===== config.mk =====
export PLATFORM = sky130hd
export DESIGN_NAME = alu_arbiter
export DESIGN_NICKNAME = d
export VERILOG_FILES = /design/src/rtl/alu_pkg.sv /design/src/rtl/rr_arbiter.sv /design/src/rtl/alu_arbiter.sv
export SDC_FILE = /design/constraint.sdc
export NUM_CORES = 1
export LEC_CHECK = 0
export ABC_AREA = 0
export BUFFER_PORTS_ARGS = -buffer_cell sky130_fd_sc_hd__buf_2
export CORE_ASPECT_RATIO = 1.1
export CORE_MARGIN = 5
export CORE_UTILIZATION = 46
export DETAILED_ROUTE_END_ITERATION = 16
export PLACE_DENSITY = 0.83
export SLEW_MARGIN = 20
export SYNTH_ARGS = -nofsm -noshare
export SYNTH_HDL_FRONTEND = slang
export SYNTH_SLANG_ARGS = --single-unit

===== constraint.sdc =====
create_clock -name clk -period 1.7 [get_ports clk]
set_input_delay 0.34 -clock clk [delete_from_list [all_inputs] [get_ports clk]]
set_output_delay 0.34 -clock clk [all_outputs]
set_load 0.02 [all_outputs]

===== src/rtl/alu_pkg.sv =====
// Shared ALU encodings and arbiter FSM states, used by the ALU arbiter
// and anything else that issues operations to the 8-bit ALU.
package alu_pkg;

    localparam logic [2:0] AC_ADD = 3'b000;
    localparam logic [2:0] AC_ADC = 3'b001;
    localparam logic [2:0] AC_SUB = 3'b010;
    localparam logic [2:0] AC_SBC = 3'b011;
    localparam logic [2:0] AC_AND = 3'b100;
    localparam logic [2:0] AC_OR  = 3'b101;
    localparam logic [2:0] AC_XOR = 3'b110;
    localparam logic [2:0] AC_ILL = 3'b111;

    localparam logic [1:0] SC_SHL = 2'b00;
    localparam logic [1:0] SC_ASR = 2'b01;
    localparam logic [1:0] SC_ROL = 2'b10;
    localparam logic [1:0] SC_ROR = 2'b11;

    typedef enum logic [1:0] {
        ST_IDLE = 2'b00,
        ST_EXEC = 2'b01,
        ST_RESP = 2'b10
    } state_t;

    function automatic logic op_illegal(input logic is_shift, input logic [2:0] acode);
        return !is_shift && (acode == AC_ILL);
    endfunction

    // Arithmetic ops and real shifts produce a carry; logic ops and zero-distance shifts do not.
    function automatic logic op_writes_carry(input logic is_shift, input logic [2:0] acode,
                                             input logic b_nonzero);
        return is_shift ? b_nonzero : (acode[2] == 1'b0);
    endfunction

endpackage


===== src/rtl/rr_arbiter.sv =====
// Combinational round-robin arbiter: grants the first requester at or after
// (last_i + 1) mod NREQ. Shared with the bus controller.
module rr_arbiter #(
    parameter int NREQ = 2,
    parameter int IDXW = 1
) (
    input  logic [NREQ-1:0] req_i,
    input  logic [IDXW-1:0] last_i,
    output logic [NREQ-1:0] gnt_o,
    output logic [IDXW-1:0] gnt_idx_o,
    output logic            any_o
);

    logic [IDXW-1:0] cand;

    always_comb begin
        gnt_o     = '0;
        gnt_idx_o = '0;
        any_o     = 1'b0;
        cand      = '0;
        for (int k = 1; k <= NREQ; k++) begin
            cand = IDXW'((32'(last_i) + k) % NREQ);
            if (!any_o && req_i[cand]) begin
                any_o       = 1'b1;
                gnt_o[cand] = 1'b1;
                gnt_idx_o   = cand;
            end
        end
    end

endmodule


===== src/rtl/alu_arbiter.sv =====
// Shares one 8-bit ALU between NREQ requesters: round-robin grant, one EXEC
// cycle on the ALU, registered response, and a private C/Z context per requester.
module alu_arbiter
    import alu_pkg::*;
#(
    parameter int NREQ = 2,
    parameter int W    = 8
) (
    input  logic              clk,
    input  logic              rst_n,
    input  logic [NREQ-1:0]   req_valid,
    output logic [NREQ-1:0]   req_ready,
    input  logic [NREQ*W-1:0] req_a,
    input  logic [NREQ*W-1:0] req_b,
    input  logic [NREQ-1:0]   req_is_shift,
    input  logic [NREQ*2-1:0] req_scode,
    input  logic [NREQ*3-1:0] req_acode,
    output logic [NREQ-1:0]   resp_valid,
    input  logic [NREQ-1:0]   resp_ready,
    output logic [W-1:0]      resp_r,
    output logic              resp_zero,
    output logic              resp_carry,
    output logic              resp_err,
    output logic [W-1:0]      alu_a,
    output logic [W-1:0]      alu_b,
    output logic              alu_carry_in,
    output logic              alu_is_shift,
    output logic [1:0]        alu_scode,
    output logic [2:0]        alu_acode,
    input  logic [W-1:0]      alu_r,
    input  logic              alu_zero,
    input  logic              alu_carry_out
);

    localparam int IDXW = $clog2(NREQ);

    state_t          state_q;
    logic [IDXW-1:0] gnt_q;
    logic [IDXW-1:0] last_q;
    logic [NREQ-1:0] c_q;
    logic [NREQ-1:0] z_q;

    logic [W-1:0]    alu_a_q;
    logic [W-1:0]    alu_b_q;
    logic            alu_cin_q;
    logic            alu_shift_q;
    logic [1:0]      alu_scode_q;
    logic [2:0]      alu_acode_q;

    logic [NREQ-1:0] resp_valid_q;
    logic [W-1:0]    resp_r_q;
    logic            resp_zero_q;
    logic            resp_carry_q;
    logic            resp_err_q;

    logic [NREQ-1:0] arb_gnt;
    logic [IDXW-1:0] arb_idx;
    logic            arb_any;

    logic            err_d;
    logic            carry_d;

    rr_arbiter #(
        .NREQ (NREQ),
        .IDXW (IDXW)
    ) u_rr (
        .req_i     (req_valid),
        .last_i    (last_q),
        .gnt_o     (arb_gnt),
        .gnt_idx_o (arb_idx),
        .any_o     (arb_any)
    );

    // Grant is only offered from IDLE, and never while reset is asserted.
    assign req_ready = (rst_n && state_q == ST_IDLE) ? arb_gnt : '0;

    assign alu_a        = alu_a_q;
    assign alu_b        = alu_b_q;
    assign alu_carry_in = alu_cin_q;
    assign alu_is_shift = alu_shift_q;
    assign alu_scode    = alu_scode_q;
    assign alu_acode    = alu_acode_q;

    assign resp_valid = resp_valid_q;
    assign resp_r     = resp_r_q;
    assign resp_zero  = resp_zero_q;
    assign resp_carry = resp_carry_q;
    assign resp_err   = resp_err_q;

    always_comb begin
        err_d   = op_illegal(alu_shift_q, alu_acode_q);
        carry_d = c_q[gnt_q];
        if (!err_d && op_writes_carry(alu_shift_q, alu_acode_q, |alu_b_q)) begin
            carry_d = alu_carry_out;
        end
    end

    always_ff @(posedge clk) begin
        if (!rst_n) begin
            state_q      <= ST_IDLE;
            gnt_q        <= '0;
            last_q       <= IDXW'(NREQ - 1);
            c_q          <= '0;
            z_q          <= '0;
            alu_a_q      <= '0;
            alu_b_q      <= '0;
            alu_cin_q    <= 1'b0;
            alu_shift_q  <= 1'b0;
            alu_scode_q  <= '0;
            alu_acode_q  <= '0;
            resp_valid_q <= '0;
            resp_r_q     <= '0;
            resp_zero_q  <= 1'b0;
            resp_carry_q <= 1'b0;
            resp_err_q   <= 1'b0;
        end else begin
            case (state_q)
                ST_IDLE: begin
                    if (arb_any) begin
                        gnt_q       <= arb_idx;
                        alu_a_q     <= req_a[arb_idx*W +: W];
                        alu_b_q     <= req_b[arb_idx*W +: W];
                        alu_shift_q <= req_is_shift[arb_idx];
                        alu_scode_q <= req_scode[arb_idx*2 +: 2];
                        alu_acode_q <= req_acode[arb_idx*3 +: 3];
                        alu_cin_q   <= c_q[arb_idx];
                        state_q     <= ST_EXEC;
                    end
                end
                ST_EXEC: begin
                    if (!err_d) begin
                        c_q[gnt_q] <= carry_d;
                        z_q[gnt_q] <= alu_zero;
                    end
                    resp_valid_q <= NREQ'(1) << gnt_q;
                    resp_r_q     <= err_d ? '0 : alu_r;
                    // An illegal op has no zero of its own; report the held context instead.
                    resp_zero_q  <= err_d ? z_q[gnt_q] : alu_zero;
                    resp_carry_q <= carry_d;
                    resp_err_q   <= err_d;
                    alu_a_q      <= '0;
                    alu_b_q      <= '0;
                    alu_cin_q    <= 1'b0;
                    alu_shift_q  <= 1'b0;
                    alu_scode_q  <= '0;
                    alu_acode_q  <= '0;
                    state_q      <= ST_RESP;
                end
                ST_RESP: begin
                    if (resp_ready[gnt_q]) begin
                        resp_valid_q <= '0;
                        resp_r_q     <= '0;
                        resp_zero_q  <= 1'b0;
                        resp_carry_q <= 1'b0;
                        resp_err_q   <= 1'b0;
                        last_q       <= gnt_q;
                        state_q      <= ST_IDLE;
                    end
                end
                default: state_q <= ST_IDLE;
            endcase
        end
    end

endmodule


# --- Yosys cells after proc, flatten, opt, wreduce, memory -nomap -nowiden ---
# Index checks and enable logic that the tools add are counted.
totals:
  input_bits: 60
  regBits: 44
  word_cells: 114
op_classes:
  eq_ne: 5
  shift: 5
  magnitude_cmp: 7
  bitwise_logic: 3
  addsub: 2
  multipliers: 1
  muxes: 55
  n_reduce_logical: 20
ops:
  columns: ["op", "n"]
  rows:
  - ["8-bit case mux with 2 select lines", 3]
  - ["8-bit two-way mux", 4]
  - ["16-bit by 5-bit variable part select with 8-bit output", 2]
  - ["1-bit two-way mux", 27]
  - ["2-bit two-way mux", 6]
  - ["2-bit AND reduction", 6]
  - ["1-bit case mux with 2 select lines", 5]
  - ["1-bit by 2-bit < comparator with 1-bit output (second input constant)", 4]
  - ["2-bit case mux with 2 select lines", 2]
  - ["8-bit OR reduction", 1]
  - ["1-bit logical AND", 7]
  - ["2-bit case mux with 3 select lines", 1]
  - ["3-bit case mux with 2 select lines", 1]
  - ["6-bit by 4-bit variable part select with 3-bit output", 1]
  - ["2-bit bitwise mux", 2]
  - ["2-bit != test (second input constant)", 2]
  - ["2-bit nonzero test", 2]
  - ["4-bit by 3-bit variable part select with 2-bit output", 1]
  - ["1-bit demux with 1-bit select", 3]
  - ["3-bit == test (second input constant)", 1]
  - ["1-bit >= comparator (second input constant)", 3]
  - ["1-bit zero test", 3]
  - ["1-bit by 2-bit multiplier with 3-bit output (second input constant)", 1]
  - ["3-bit two-way mux", 1]
  - ["7 further kinds", 9]

# --- Logic depth before layout (Yosys ltp) ---
logic_depth:
  word_depth: 11
  depth_mapped: 6
  ltp_nobuf: 4

# --- By module ---
# From an unflattened synthesis, not the netlist that was laid out.
hier_totals:
  cells_unflattened: 189
  hier_area_um2: 1913.1
modules_own_cells:
  columns: ["mod", "cells_per_inst", "area_each_um2", "n_inst"]
  rows:
  - ["alu_arbiter", 184, 1880.6, 1]
  - ["rr_arbiter", 5, 32.5, 1]

# --- Least setup slack after synthesis ---
# OpenSTA, ideal clock, no wires.
synth_path:
  kind: "input-to-output"
  from: "in req_valid[1]"
  to: "out req_ready[1]"
  path_slack_ns: 0.242
  arrival_ns: 1.118
  path_stages: 4
  cell_sequence: "a21boi_1 buf_4 buf_4 and3_1"
synth_between:
  elab_chain_len: 7
  elab_cells_between_ends: 11
  cone_classes: "mux: 8; bitwise: 1; reduce/logical: 2"
synth_lines:
  columns: ["item", "line", "rtl"]
  rows:
  - ["start, declared", "alu_arbiter.sv:11", "input logic [NREQ-1:0] req_valid,"]
  - ["1-bit two-way mux (not written as such) (2 in a row)", "rr_arbiter.sv:23", "if (!any_o && req_i[cand]) begin"]
  - ["1-bit two-way mux", "rr_arbiter.sv:23", null]
  - ["1-bit zero test", "rr_arbiter.sv:23", null]
  - ["1-bit logical AND", "rr_arbiter.sv:23", null]
  - ["2-bit two-way mux *", "rr_arbiter.sv:23", null]
  - ["2-bit two-way mux *", "alu_arbiter.sv:75", "assign req_ready = (rst_n && state_q == ST_IDLE) ? arb_gnt : '0;"]
  - ["end, declared", "alu_arbiter.sv:12", "output logic [NREQ-1:0] req_ready,"]
# Mark *: on every way between the ends. The rest lies on a longest branch, timed or not. The select of a mux whose other input is x is not followed.

# --- Worst setup path after layout ---
layout_path:
  from: "reg last_q"
  to: "out req_ready[1]"
layout_between:
  elab_chain_len: 9
  elab_cells_between_ends: 23
  cone_classes: "add/sub: 2; order compare: 4; mux: 12; bitwise: 1; reduce/logical: 4"
layout_lines:
  columns: ["item", "line", "rtl"]
  rows:
  - ["start, declared", "alu_arbiter.sv:39", "logic [IDXW-1:0] last_q;"]
  - ["start signal, assigned", "alu_arbiter.sv:102", "last_q <= IDXW'(NREQ - 1);"]
  - ["start signal, assigned", "alu_arbiter.sv:156", "last_q <= gnt_q;"]
  - ["1-bit adder", "rr_arbiter.sv:22", "cand = IDXW'((32'(last_i) + k) % NREQ);"]
  - ["1-bit by 2-bit < comparator with 1-bit output (not written as such) / 1-bit >= comparator (equally long branches)", "rr_arbiter.sv:25", "gnt_o[cand] = 1'b1;"]
  - ["1-bit logical AND (not written as such)", "rr_arbiter.sv:25", null]
  - ["1-bit two-way mux (not written as such)", "rr_arbiter.sv:25", null]
  - ["1-bit demux with 1-bit select", null, null]
  - ["2-bit two-way mux", "rr_arbiter.sv:23", null]
  - ["2-bit bitwise OR (no line)", null, null]
  - ["2-bit two-way mux *", "rr_arbiter.sv:23", null]
  - ["2-bit two-way mux *", "alu_arbiter.sv:75", null]
# Marks and branches as above.

==> key figures <==
Status
  • Status: complete, no violations

Timing
  • Final hold slack: 310 ps
  • Final min period: 1570 ps
  • Final hold vios: 0
  • Max Clk Rate: 636 MHz
  • Setup_tns: 0 ps
  • Setup violators final: 0
  • Slew @ Worst Pin: 433 ps
  • Final slew viol count: 0
  • Clock skew: 3.62 ps
  • Slew HR: 0.709
  • Period utilization: 0.925
  • RSZ-0062 raised after global routing: false

Layout
  • Commonest non-fill, non-tap cell in the layout: buf_2
  • Most frequent cells in the layout: buf_2, dfxtp_1, mux2i_1
  • Final Cell Area: 0.00264 sq mm
  • Area Overhead vs Synth: 31.3%
  • Nets: 356
  • Diode count: 0
  • Layout cells sized above 1: 0.405

Floorplan
  • Row count: 25
  • Die Ht: 79.3 um
  • Starting Density: 0.472
  • I/O Pins: 98
  • Die Width: 73.0 um
  • Total die area: 0.00579 sq mm
  • Core Box Area: 0.00425 sq mm

Place
  • DP HPWL: 3570 um
  • Gpl congestion: 0.769
  • PortBufs: 97
  • Placement Cell Area: 0.00256 sq mm

Run
  • Max Cap Viol: 0

Min path
  • Hold Startpoint: alu_r[1]
  • Worst Hold End: resp_r[1]
  • Min-Delay Path Depth: 3
  • Worst hold path type: primary input to flop

Global route
  • Antenna violations before repair: 0
  • Pin count of the biggest net entering global routing: 21
  • First-pass GRT wire length: 7610 um
  • Grt total ovfl: 0
  • Vias in the first global route: 1,730
  • GRT Total Usage: 0.168

Logic synthesis
  • Mean post-synth cell area: 10.1 sq um
  • Net Count, Synth: 258
  • Mapped Cells: 198
  • Yosys warns: 0
  • Post-Synthesis Cell Area: 0.00201 sq mm
  • Library cells used by synthesis: 37
  • Synth Register Bits: 44
  • Sequential share of the synthesized area: 0.439

Setup path
  • Crit. End Element: output pin
  • Worst EP arrival: 1230 ps
  • Crit Path Max Fanout: 4
  • Setup slack, reg-to-reg: 270 ps
  • Crit Path Category: flop to output pin
  • Crit path required time: 1360 ps
  • FF-to-FF Start: gnt_q
  • R2r endpoint: c_q[0]
  • Crit start category: flop
  • Worst Reg-to-Reg Cells: 4

Clock tree
  • Max Root-Sink Buffers: 2
  • CTS tree: yes
  • Cts bufs inserted: 5
  • Worst-path clk slew: 70 ps
  • Clock Sinks: 44
  • Later-pin clock latency in the skew report: 300 ps
  • Post-CTS sizing: 0
  • Hold buffer count at CTS: 0
  • H-tree Lvls: 2
  • # Post-CTS Setup Buffers: 0
  • Root Driver: clkbuf_8

Drt
  • Drt wl/cell: 13.4 um
  • Vias: 1,759
  • Routed Antenna Nets: 0
  • DR pass1 iterations: 4
  • Via-to-Cell Ratio: 5.03
  • Routed Wire Length: 4680 um
  • DR iter-0 viols: 47
  • DRC Markers: 0

Pwr
  • Worst vdd ir: 0.000543 V
  • Pwr dens: 908 mW/mm^2
  • P_leak: 0.00124 uW
  • Overall Power: 2390 uW
[cell type report]
class	instances	area, sq um
clock buffers	6	72.6
clock inverters	1	5.00
fillers	385	1620
inverters	2	7.51
multi-input cells	138	1040
flip-flops and latches	44	881
well taps	54	67.6
repair buffers	105	558
[stage by stage]
stage               std cells   util  setup WS, ps
finish                    350  0.620           127
floorplan                 198      -           242
global placement          343  0.601           302
CTS                       350  0.620           118
detailed placement        343  0.601           259
global route              350  0.620          68.0
[worst max-delay path, stage by stage, from the launching register on]
cell and delay, ps:
dfxtp_1 360, a21boi_4 200, and3_1 200, buf_2 170
[cells by family (layout without fill, tap and decap cells)]
logic type,after synthesis,after routing,synth area share
buffers and inverters,16,114,0.0492
DFF,44,44,0.439
muxes,37,37,0.188
AOI/OAI and AO/OA,41,41,0.160
and+or+nand+nor,60,60,0.165
[how the worst max path moves through the flow]
stage                 start            to  slack [ps]  depth (start not counted)
3_5_place_dp   req_valid[0]      alu_a[0]         260                          6
5_1_grt              last_q  req_ready[1]          70                          3
3_3_place_gp   req_valid[0]      alu_a[0]         300                          6
4_1_cts              last_q  req_ready[1]         120                          3
6_report             last_q  req_ready[1]         130                          3
2_1_floorplan  req_valid[1]  req_ready[1]         240                          4
[flip-flops by register name (all words and copies together), names as in the netlist]
signal / flops
z_q: 2
resp_zero: 1
last_q: 1
resp_carry: 1
resp_valid: 2
gnt_q: 1
alu_acode: 3
alu_b: 8
resp_err: 1
state_q: 2
alu_carry_in: 1
alu_is_shift: 1
alu_a: 8
c_q: 2
alu_scode: 2
resp_r: 8
[power by group]
part	leakage (uW)	switching, uW	internal (uW)	total [uW]
clock network	0.0000410	325	279	604
logic	0.000835	335	276	612
registers	0.000361	60.0	1120	1180
[synth_stat cells]
master | n | share of area
nand3b_1 | 1 | 0.0037
nor3b_1 | 1 | 0.0037
a21boi_2 | 1 | 0.0056
o211ai_1 | 2 | 0.0075
buf_6 | 3 | 0.017
and3_1 | 1 | 0.0031
nor2_1 | 5 | 0.0093
a21boi_1 | 1 | 0.0037
o21ai_0 | 4 | 0.010
mux2i_1 | 35 | 0.17
nor2b_1 | 15 | 0.047
nand3_1 | 3 | 0.0075
a21boi_0 | 1 | 0.0037
inv_1 | 2 | 0.0037
nand2_1 | 15 | 0.028
and2b_1 | 1 | 0.0037
nor3_2 | 1 | 0.0050
dfxtp_1 | 44 | 0.44
and4b_1 | 1 | 0.0050
a21oi_4 | 1 | 0.0081
nand2b_1 | 2 | 0.0062
mux2_4 | 1 | 0.0075
a31oi_1 | 1 | 0.0031
o2bb2ai_1 | 15 | 0.065
o21ai_1 | 1 | 0.0025
mux2_2 | 1 | 0.0056
buf_2 | 4 | 0.010
buf_4 | 3 | 0.011
nor3_1 | 1 | 0.0025
nor4_1 | 1 | 0.0031
nor2_2 | 2 | 0.0062
and2_1 | 9 | 0.028
or2_1 | 1 | 0.0031
clkbuf_1 | 4 | 0.0075
a22oi_1 | 10 | 0.037
a311o_1 | 1 | 0.0050
a21oi_1 | 3 | 0.0075
[layer usage]
layer	wire (um)	track usage	up-vias
met4	81	0.0664	0
met5	0	0	-
met2	2130	0.270	68
li1	-	-	902
met3	503	0.0696	6
met1	1960	0.195	783
(Power assumes the default switching activity.)
